File: src/rtl/mem_arbiter_pkg.sv
// mem_arbiter_pkg: shared types for the core-memory arbiter.
//   word_t       12-bit memory word
//   arb_state_t  arbiter FSM states (arb_idle, arb_access, arb_resp)
//   owner_t      owner of the access in flight (own_cpu, own_dma)
//   sat_inc4     saturating increment for the 4-bit break counter
package mem_arbiter_pkg;

    localparam int WORD_W  = 12;
    localparam int BREAK_W = 4;

    typedef logic [WORD_W-1:0] word_t;

    typedef enum logic [1:0] {
        arb_idle   = 2'd0,
        arb_access = 2'd1,
        arb_resp   = 2'd2
    } arb_state_t;

    typedef enum logic {
        own_cpu = 1'b0,
        own_dma = 1'b1
    } owner_t;

    function automatic logic [BREAK_W-1:0] sat_inc4(input logic [BREAK_W-1:0] v);
        return (v == '1) ? v : v + 1'b1;
    endfunction

endpackage

File: src/rtl/mem_arb_watchdog.sv
// mem_arb_watchdog: down-counting access watchdog.
//   clk, rst_n  clock, async active-low reset
//   clear       force the counter to zero
//   load        preload TIMEOUT-1 (issued on the grant edge)
//   enable      count down one step per cycle while the access is open
//   expired     high in the TIMEOUT-th enabled cycle after a load
module mem_arb_watchdog #(
    parameter int TIMEOUT = 64
) (
    input  logic clk,
    input  logic rst_n,
    input  logic clear,
    input  logic load,
    input  logic enable,
    output logic expired
);

    localparam int W = $clog2(TIMEOUT + 1);

    logic [W-1:0] cnt_q;

    always_ff @(posedge clk or negedge rst_n) begin
        if (!rst_n) begin
            cnt_q <= '0;
        end else if (clear) begin
            cnt_q <= '0;
        end else if (load) begin
            cnt_q <= W'(TIMEOUT - 1);
        end else if (enable && (cnt_q != '0)) begin
            cnt_q <= cnt_q - 1'b1;
        end
    end

    // Loaded with TIMEOUT-1 on grant, so zero is reached in the
    // TIMEOUT-th cycle of the access.
    assign expired = enable && (cnt_q == '0);

endmodule

File: src/rtl/mem_arbiter.sv
// mem_arbiter: shares one 4K x 12 memory port between the CPU sequencer
// and the data-break (DMA) requester.
//   clk, rst_n                 clock, async active-low reset
//   cpu_read/cpu_write         CPU level request (both high = read)
//   cpu_addr/cpu_wdata         CPU address / write data
//   cpu_rdata/cpu_valid        CPU read data and completion pulse
//   dma_req/dma_we             DMA level request and direction
//   dma_addr/dma_wdata         DMA address / write data
//   dma_rdata/dma_valid        DMA read data and completion pulse
//   mem_req/mem_we/mem_addr/mem_wdata  memory port command
//   mem_rdata/mem_ack          memory return data and completion
//   mem_err                    pulse with a *_valid that ended in timeout
//   dbg_state                  current arbiter state
//
// Handshake: a requester raises its request level and holds it (with
// stable address/data) until it sees its one-cycle *_valid; the request is
// sampled only in IDLE, so dropping it before a grant cancels it cleanly.
// On the memory side mem_req stays high with stable command fields until
// mem_ack is seen; mem_ack outside ACCESS is ignored.
module mem_arbiter
    import mem_arbiter_pkg::*;
#(
    parameter int MAX_BREAK = 4,
    parameter int TIMEOUT   = 64
) (
    input  logic        clk,
    input  logic        rst_n,
    input  logic        cpu_read,
    input  logic        cpu_write,
    input  logic [11:0] cpu_addr,
    input  logic [11:0] cpu_wdata,
    output logic [11:0] cpu_rdata,
    output logic        cpu_valid,
    input  logic        dma_req,
    input  logic        dma_we,
    input  logic [11:0] dma_addr,
    input  logic [11:0] dma_wdata,
    output logic [11:0] dma_rdata,
    output logic        dma_valid,
    output logic        mem_req,
    output logic        mem_we,
    output logic [11:0] mem_addr,
    output logic [11:0] mem_wdata,
    input  logic [11:0] mem_rdata,
    input  logic        mem_ack,
    output logic        mem_err,
    output arb_state_t  dbg_state
);

    localparam logic [BREAK_W-1:0] MAX_BREAK_V = BREAK_W'(MAX_BREAK);

    arb_state_t           state_q, state_d;
    owner_t               owner_q;
    logic                 we_q;
    word_t                addr_q, wdata_q;
    logic                 err_q;
    logic [BREAK_W-1:0]   break_cnt_q;
    word_t                cpu_rdata_q, dma_rdata_q;

    logic cpu_req, grant_dma, grant_any;
    logic wd_clear, wd_load, wd_enable, wd_expired;

    assign cpu_req   = cpu_read | cpu_write;
    // DMA wins unless the CPU is waiting and has already lost MAX_BREAK
    // consecutive arbitrations.
    assign grant_dma = dma_req && (!cpu_req || (break_cnt_q < MAX_BREAK_V));
    assign grant_any = cpu_req || dma_req;

    always_ff @(posedge clk or negedge rst_n) begin
        if (!rst_n) begin
            state_q <= arb_idle;
        end else begin
            state_q <= state_d;
        end
    end

    always_comb begin
        state_d   = state_q;
        wd_clear  = 1'b0;
        wd_load   = 1'b0;
        wd_enable = 1'b0;
        case (state_q)
            arb_idle: begin
                if (grant_any) begin
                    state_d = arb_access;
                    wd_load = 1'b1;
                end
            end
            arb_access: begin
                wd_enable = 1'b1;
                if (mem_ack || wd_expired) begin
                    state_d = arb_resp;
                end
            end
            arb_resp: begin
                wd_clear = 1'b1;
                state_d  = arb_idle;
            end
            default: begin
                wd_clear = 1'b1;
                state_d  = arb_idle;
            end
        endcase
    end

    always_ff @(posedge clk or negedge rst_n) begin
        if (!rst_n) begin
            owner_q     <= own_cpu;
            we_q        <= 1'b0;
            addr_q      <= '0;
            wdata_q     <= '0;
            err_q       <= 1'b0;
            break_cnt_q <= '0;
            cpu_rdata_q <= '0;
            dma_rdata_q <= '0;
        end else begin
            case (state_q)
                arb_idle: begin
                    if (grant_any) begin
                        err_q <= 1'b0;
                        if (grant_dma) begin
                            owner_q     <= own_dma;
                            we_q        <= dma_we;
                            addr_q      <= dma_addr;
                            wdata_q     <= dma_wdata;
                            break_cnt_q <= cpu_req ? sat_inc4(break_cnt_q) : '0;
                        end else begin
                            owner_q     <= own_cpu;
                            // Read has precedence when both strobes are up.
                            we_q        <= cpu_write & ~cpu_read;
                            addr_q      <= cpu_addr;
                            wdata_q     <= cpu_wdata;
                            break_cnt_q <= '0;
                        end
                    end
                end
                arb_access: begin
                    if (mem_ack) begin
                        // Writes leave the owner's read-data register alone.
                        if (!we_q) begin
                            if (owner_q == own_dma) dma_rdata_q <= mem_rdata;
                            else                    cpu_rdata_q <= mem_rdata;
                        end
                    end else if (wd_expired) begin
                        err_q <= 1'b1;
                        if (owner_q == own_dma) dma_rdata_q <= '0;
                        else                    cpu_rdata_q <= '0;
                    end
                end
                default: ;
            endcase
        end
    end

    mem_arb_watchdog #(.TIMEOUT(TIMEOUT)) u_watchdog (
        .clk     (clk),
        .rst_n   (rst_n),
        .clear   (wd_clear),
        .load    (wd_load),
        .enable  (wd_enable),
        .expired (wd_expired)
    );

    // Every output is decoded from state and latches only.
    assign mem_req   = (state_q == arb_access);
    assign mem_we    = mem_req & we_q;
    assign mem_addr  = addr_q;
    assign mem_wdata = wdata_q;
    assign cpu_valid = (state_q == arb_resp) && (owner_q == own_cpu);
    assign dma_valid = (state_q == arb_resp) && (owner_q == own_dma);
    assign mem_err   = (state_q == arb_resp) && err_q;
    assign cpu_rdata = cpu_rdata_q;
    assign dma_rdata = dma_rdata_q;
    assign dbg_state = state_q;

endmodule

File: config.mk
export PLATFORM = sky130hd
export DESIGN_NAME = mem_arbiter
export DESIGN_NICKNAME = d
export VERILOG_FILES = /design/src/rtl/mem_arbiter_pkg.sv /design/src/rtl/mem_arb_watchdog.sv /design/src/rtl/mem_arbiter.sv
export SDC_FILE = /design/constraint.sdc
export NUM_CORES = 1
export LEC_CHECK = 0
export ABC_CLOCK_PERIOD_IN_PS = 1600
export CAP_MARGIN = 20
export CORE_UTILIZATION = 39
export DETAILED_ROUTE_END_ITERATION = 10
export GPL_ROUTABILITY_DRIVEN = 0
export PLACE_DENSITY = 0.76
export SLEW_MARGIN = 20
export SYNTH_ARGS = -nofsm -noshare
export SYNTH_HDL_FRONTEND = slang
export SYNTH_SLANG_ARGS = --single-unit
File: constraint.sdc
create_clock -name clk -period 1.6 [get_ports clk]
set_input_delay 0.24 -clock clk [delete_from_list [all_inputs] [get_ports clk]]
set_output_delay 0.24 -clock clk [all_outputs]
set_load 0.02 [all_outputs]
Word level (Yosys, flattened, before mapping) --
Cells that the tools add are included.
Storage, ports and cells: register bits after elaboration 64, logic and storage cells 80, output and inout port bits 55, input port bits 67
Cells by class: muxes and demuxes 30, $add $sub $neg 2, equal/unequal tests 10, $lt $le $gt $ge 1, reductions and logical operators 22, bitwise operators 5
Operator list (count):
- 12-bit two-way mux | 12
- 7-bit two-way mux | 3
- 4-bit two-way mux | 3
- 4-bit AND reduction | 3
- 1-bit two-way mux | 8
- 7-bit logical NOT | 1
- 7-bit nonzero test | 1
- 7-bit by 1-bit subtractor with 7-bit output, second input constant | 1
- 1-bit logical AND | 6
- 2-bit != test, second input constant | 3
- 4-bit by 1-bit adder with 4-bit output, second input constant | 1
- 4-bit equality test, second input constant | 1
- 4-bit by 3-bit less-than comparator with 1-bit output, second input constant | 1
- 2-bit two-way mux | 2
- 2-bit by 1-bit != test with 1-bit output, second input constant | 2
- 2-bit one-hot mux with 2 select lines | 1
- 2-bit AND reduction | 2
- 2-bit nonzero test | 2
- 1-bit logical OR | 3
- 3-bit by 1-bit != test with 1-bit output, second input constant | 1
- 3-bit != test, second input constant | 1
- 3-bit AND reduction | 1
- 1-bit AND | 2
- 2-bit by 1-bit equality test with 1-bit output, second input constant | 1
- 7 further kinds | 8

Depth between registers and ports, before layout --
depth after elaboration 6, gate-level depth with buffers 8, gate-level depth less buffers 6

Hierarchy --
A second synthesis with hierarchy kept.
Second synthesis, totals: cell total of the unflattened synthesis 287, area total of the unflattened synthesis 3173.0 um^2
By module, submodules not included:
- mem_arbiter | area an instance 2758.9 um^2, cells an instance 245, sequential area each 1426.4 um^2, instances 1
- mem_arb_watchdog | area an instance 414.1 um^2, cells an instance 42, sequential area each 175.2 um^2, instances 1

Worst setup path after synthesis --
Ideal clock, no wire load.
path type register -> register, from register u_watchdog.cnt_q[0], to register dma_rdata_q[2], in the netlist dma_rdata[2], setup time 0.121 ns, buffers on the path 2, slack -0.197 ns, arrival 1.677 ns, cell stages (with the launch flop) 9, required time 1.479 ns, period minus slack after synthesis 1.797 ns, cell sequence dfrtp_1 > inv_1 > ha_1 > or3b_4 > nor2b_4 > buf_6 > o211ai_4 > buf_6 > a22o_1
On the way: cells in the longest elaborated chain, start to end 4
RTL lines:
- from (decl) | line mem_arb_watchdog.sv:20 | logic [W-1:0] cnt_q;
- from (signal assigned) | line mem_arb_watchdog.sv:28 | cnt_q <= W'(TIMEOUT - 1);
- from (signal assigned) | line mem_arb_watchdog.sv:30 | cnt_q <= cnt_q - 1'b1;
- 7-bit logical NOT | line mem_arb_watchdog.sv:36 | assign expired = enable && (cnt_q == '0);
- 1-bit logical AND | line mem_arb_watchdog.sv:36
- 2-bit nonzero test (no line)
- 4-bit AND reduction (no line)
- to (signal assigned) | line mem_arbiter.sv:141 | if (owner_q == own_dma) dma_rdata_q <= mem_rdata;
- to (decl) | line mem_arbiter.sv:58 | word_t cpu_rdata_q, dma_rdata_q;
No other way between the ends. A chain may end at the register's enable or synchronous reset.

Worst setup path after layout --
from register u_watchdog.cnt_q[0], to register dma_rdata_q[10], in the netlist dma_rdata[10]
The elaborated chain is that of the path after synthesis.

==> reports/summary.md <==
The worst hold path belongs to the class in2async. Traced cell by cell, the critical path runs through inv_2, ha_4, or3b_4, nor2b_4, buf_6, o211ai_4, a22o_1. For the pin with the worst max-slew slack, the measured transition is 0.5311 ns. The share of post-route cells with drive strength above 1 works out to 0.1876.

During I/O placement, the number of pins put on the boundary was 122. The area growth from synthesis to layout is 62.53%. The critical path buffer and inverter count works out to 2. The longest individual stage delay on the worst path works out to 0.39 ns. The number of antenna violations at the first check in global routing came out at 0.

Setup violations remaining at the end of the flow were counted as 32. Derived from the worst setup path, the maximum achievable clock frequency is 554.7 MHz. The proportion of power drawn by combinational gates is 0.532.

The data arrival time of the critical path was 2.02 ns. The H-tree depth is 3, and the count of different cell masters after synthesis is 38. Before antenna repair, the detailed router went through 4 iterations. The peak fanout along the critical path was 6; the slack of the worst reg-to-reg path was -0.20 ns.

The design draws 9.669 mW. Measured along the y axis, the die boundary spans 91.04 um. The run gives 0.306 as the sequential power share. The number of flops mapped to enable cells by yosys came out at 0.

The final reports fail on setup timing. The final critical-path share of the clock period is 1.127, and the maximum number of pins on one net before global-route repair is 65. Summed over all layers, the global routing overflow is 0. In the post-synthesis netlist, the biggest area contributors are dfrtp_1, a22o_1, mux2i_1. Number of port buffers: 121. Counting tap cells, the placed design contains a total of 514 instances. The total number of nets in the final design is 503.

The run gives 0.161 as the fraction of power consumed by the clock network. The most used flip-flop cell after synthesis is dfrtp_1. For this run, the number of Yosys warnings is 0. After technology mapping, the gate count stands at 282. In this run the remaining antenna-violating nets after routing total 0. The run finished, with violations left.

Ranked by instance count, the synthesized netlist is headed by dfrtp_1, a22o_1, nand2_1, o21ai_0, mux2i_1. The number of global-route vias before repair is 2,813. STA classifies the critical path startpoint as a register. The analysis attributes to net switching a power of 3.722 mW.

Max-cap violations in this run came to 0. The logs give 5025 um2 for the finished layout cell area and 0 for the final count of pins violating max slew. Broken down by cell family, the worst path's largest delay share belongs to simple AND/OR/NAND/NOR gates. dfrtp_1 takes more of the synthesized area than any other cell. In this run the cell area of the synthesized design comes to 3092 um2.

The clock reaches the later pin of the worst-skew pair after 0.34 ns. The power per cell area is 1924 nW/um2. The share of synthesized flip-flops with an asynchronous set or reset is 1.000, and the total global-route track usage is 0.2123. The part of the Yosys area used for sequential elements is 0.5180, and the clock transition time at the flip-flop clock pins of the worst setup and hold paths is 0.06 ns. After synthesis, the mean cell area works out to 10.96 um2. For the worst ir drop on vdd, the log shows 0.8793 mV. The number of diodes is 0. The floorplan has 32 rows. The number of hold-slack violations in the final timing report was 0; the number of clock sinks was 64. The worst path needs 1.803 ns of the cycle, external delays included. In this run the deepest clock path goes through 2 buffers. Across all layers, the routed design uses 2,865 vias. For this run, the number of standard cells in the final layout without fillers is 539. For this run, design rule violations remaining after detail routing come to 0.

The switching power as a share of total power came out at 0.3849. On the critical path, the stage with the largest delay is an instance of dfrtp_1. The number of clock buffers added by TritonCTS is 9. Data on the critical path is required at its endpoint by 1.82 ns. The tools report the worst path setup slack after routing as -0.2029 ns.

For the relative max-transition margin, the log shows 0.6448. The post-layout utilization of the core was 0.6536; the total placed instance area was 4601 um2. In this run the clock root is driven by a clkbuf_8. Yosys instantiated no cell more often than dfrtp_1. After synthesis the netlist holds a flip-flop and latch count of 64.

For the starting utilization of the core area, the log shows 0.4022. For the final database, setup skew stands at 0.008861 ns. The first global-routing pass estimated 13,910 um of wire. The area of the core is 7687 um2. Detailed placement ended at an HPWL of 5685 um. The vias per cell was 5.315.

The capturing element type of the critical path was a register. The worst setup path is of the reg2reg kind. TritonCTS built the clock tree.

In this run the horizontal extent of the chip is 91.04 um. In this run the static leakage power is 2.394 nW. Setup repair after global routing could not meet its margin everywhere. For the synthesized netlist net count, the log shows 352. The floorplan step defined a die boundary enclosing 8287 um2. In the final routed layout, each cell accounts on average for 16.01 um. Summed over all layers, the routed wires come to 8630 um. Cell internal power was estimated by the tool at 5.947 mW. The detailed router finished its first iteration with 120 violations. The share of the synthesized area in the top cell type works out to 0.5180.
## worst reg2reg max path, stage by stage (launching register included)
cell and delay, ns:
dfrtp_1 0.39, inv_2 0.10, ha_4 0.14, or3b_4 0.39, nor2b_4 0.15, buf_6 0.14, o211ai_4 0.13, a22o_1 0.26
## power groups by stage
stage               combinational (mW)  sequential [mW]  clock, mW
floorplan                         1.93             3.67          0
global placement                  4.88             2.94          0
detailed placement                4.99             2.97          0
CTS                               5.13             2.96       1.58
global route                      5.52             3.06       1.67
finish                            5.15             2.96       1.56
## path summary, 6_finish.rpt
kind / cells after the start / endpoint / start
worst min register to register: 2 / mem_wdata[11] / mem_wdata[11]
worst max register to register: 7 / dma_rdata[10] / u_watchdog.cnt_q[0]
max in group asynchronous: 3 / dma_rdata[10] / rst_n
worst max-delay path: 7 / dma_rdata[10] / u_watchdog.cnt_q[0]
worst min-delay path: 3 / dma_rdata[0] / rst_n
min in group clk: 2 / mem_wdata[11] / mem_wdata[11]
## stage by stage
step                hold slack, ns  TNS [ns]  setup slack, ns
finish                      0.4364    -4.923          -0.2029
global route                0.4980    -6.355          -0.2524
CTS                         0.4676    -3.273          -0.1515
detailed placement          0.2818    -6.824          -0.1769
global placement            0.2810    -3.990         -0.09614
floorplan                 -0.05559    -3.368          -0.1724
## repair_timing
action                                  4_1_cts  5_1_grt
endpoints found under the hold margin        64        0
setup buffers                                 5        2
pin swaps                                    28        9
cloned                                        2        0
resized for setup                            28       38
endpoints found under the setup margin       39       60
hold buffers                                  1        0
## area by class of cell
class	instances	area (um2)
Timing Repair Buffer	161	1587
Clock buffer	12	155.1
Clock inverter	3	65.06
Sequential cell	64	1603
Inverter	3	11.26
Multi-Input combinational cell	194	1476
Tap cell	102	127.6
Fill cell	613	2663
## cells by family after synthesis
| family | share of synthesized area |
|---|---|
| AO/OA/AOI/OAI | 0.2258 |
| AND/OR/NAND/NOR | 0.1081 |
| flip-flops | 0.5180 |
| buffers and inverters | 0.04290 |
| multiplexers | 0.08458 |
| XOR/XNOR | 0.008500 |
| adder cells (fa/ha/maj) | 0.01214 |
## layout by cell type (no fill, tap or decap), types with 3 or more instances in the layout
cell type,Yosys,routed
clkdlybuf4s50_1,0,89
dfrtp_1,64,63
a22o_1,48,48
nand2_1,33,33
buf_4,2,33
o21ai_0,30,27
mux2i_1,25,25
dlymetal6s2s_1,0,23
clkbuf_8,0,11
nor2_1,7,5
buf_2,4,5
o21ai_4,0,4
nor3_1,3,3
nand4_1,3,3
a31oi_1,3,3
a21oi_1,3,3
dlygate4sd2_1,0,3
buf_6,3,3
buf_12,0,3
## routing by layer
metal	up-vias	share of wire	wire length (um)	global-route usage
met5	-	0	0	0
met4	0	0.0089	77	0.05688
met3	7	0.087	754	0.07035
met2	135	0.50	4315	0.3529
met1	1379	0.40	3483	0.2647
li1	1344	-	-	-
## sequential cells by signal, summed over array words and instances, names as in the netlist
| name | cells |
|---|---|
| mem_wdata | 12 |
| we_q | 1 |
| dma_rdata | 12 |
| owner_q | 1 |
| err_q | 1 |
| u_watchdog.cnt_q | 7 |
| break_cnt_q | 4 |
| cpu_rdata | 12 |
| mem_addr | 12 |
| dbg_state | 2 |
No activity file was read; power rests on OpenSTA's default activity.
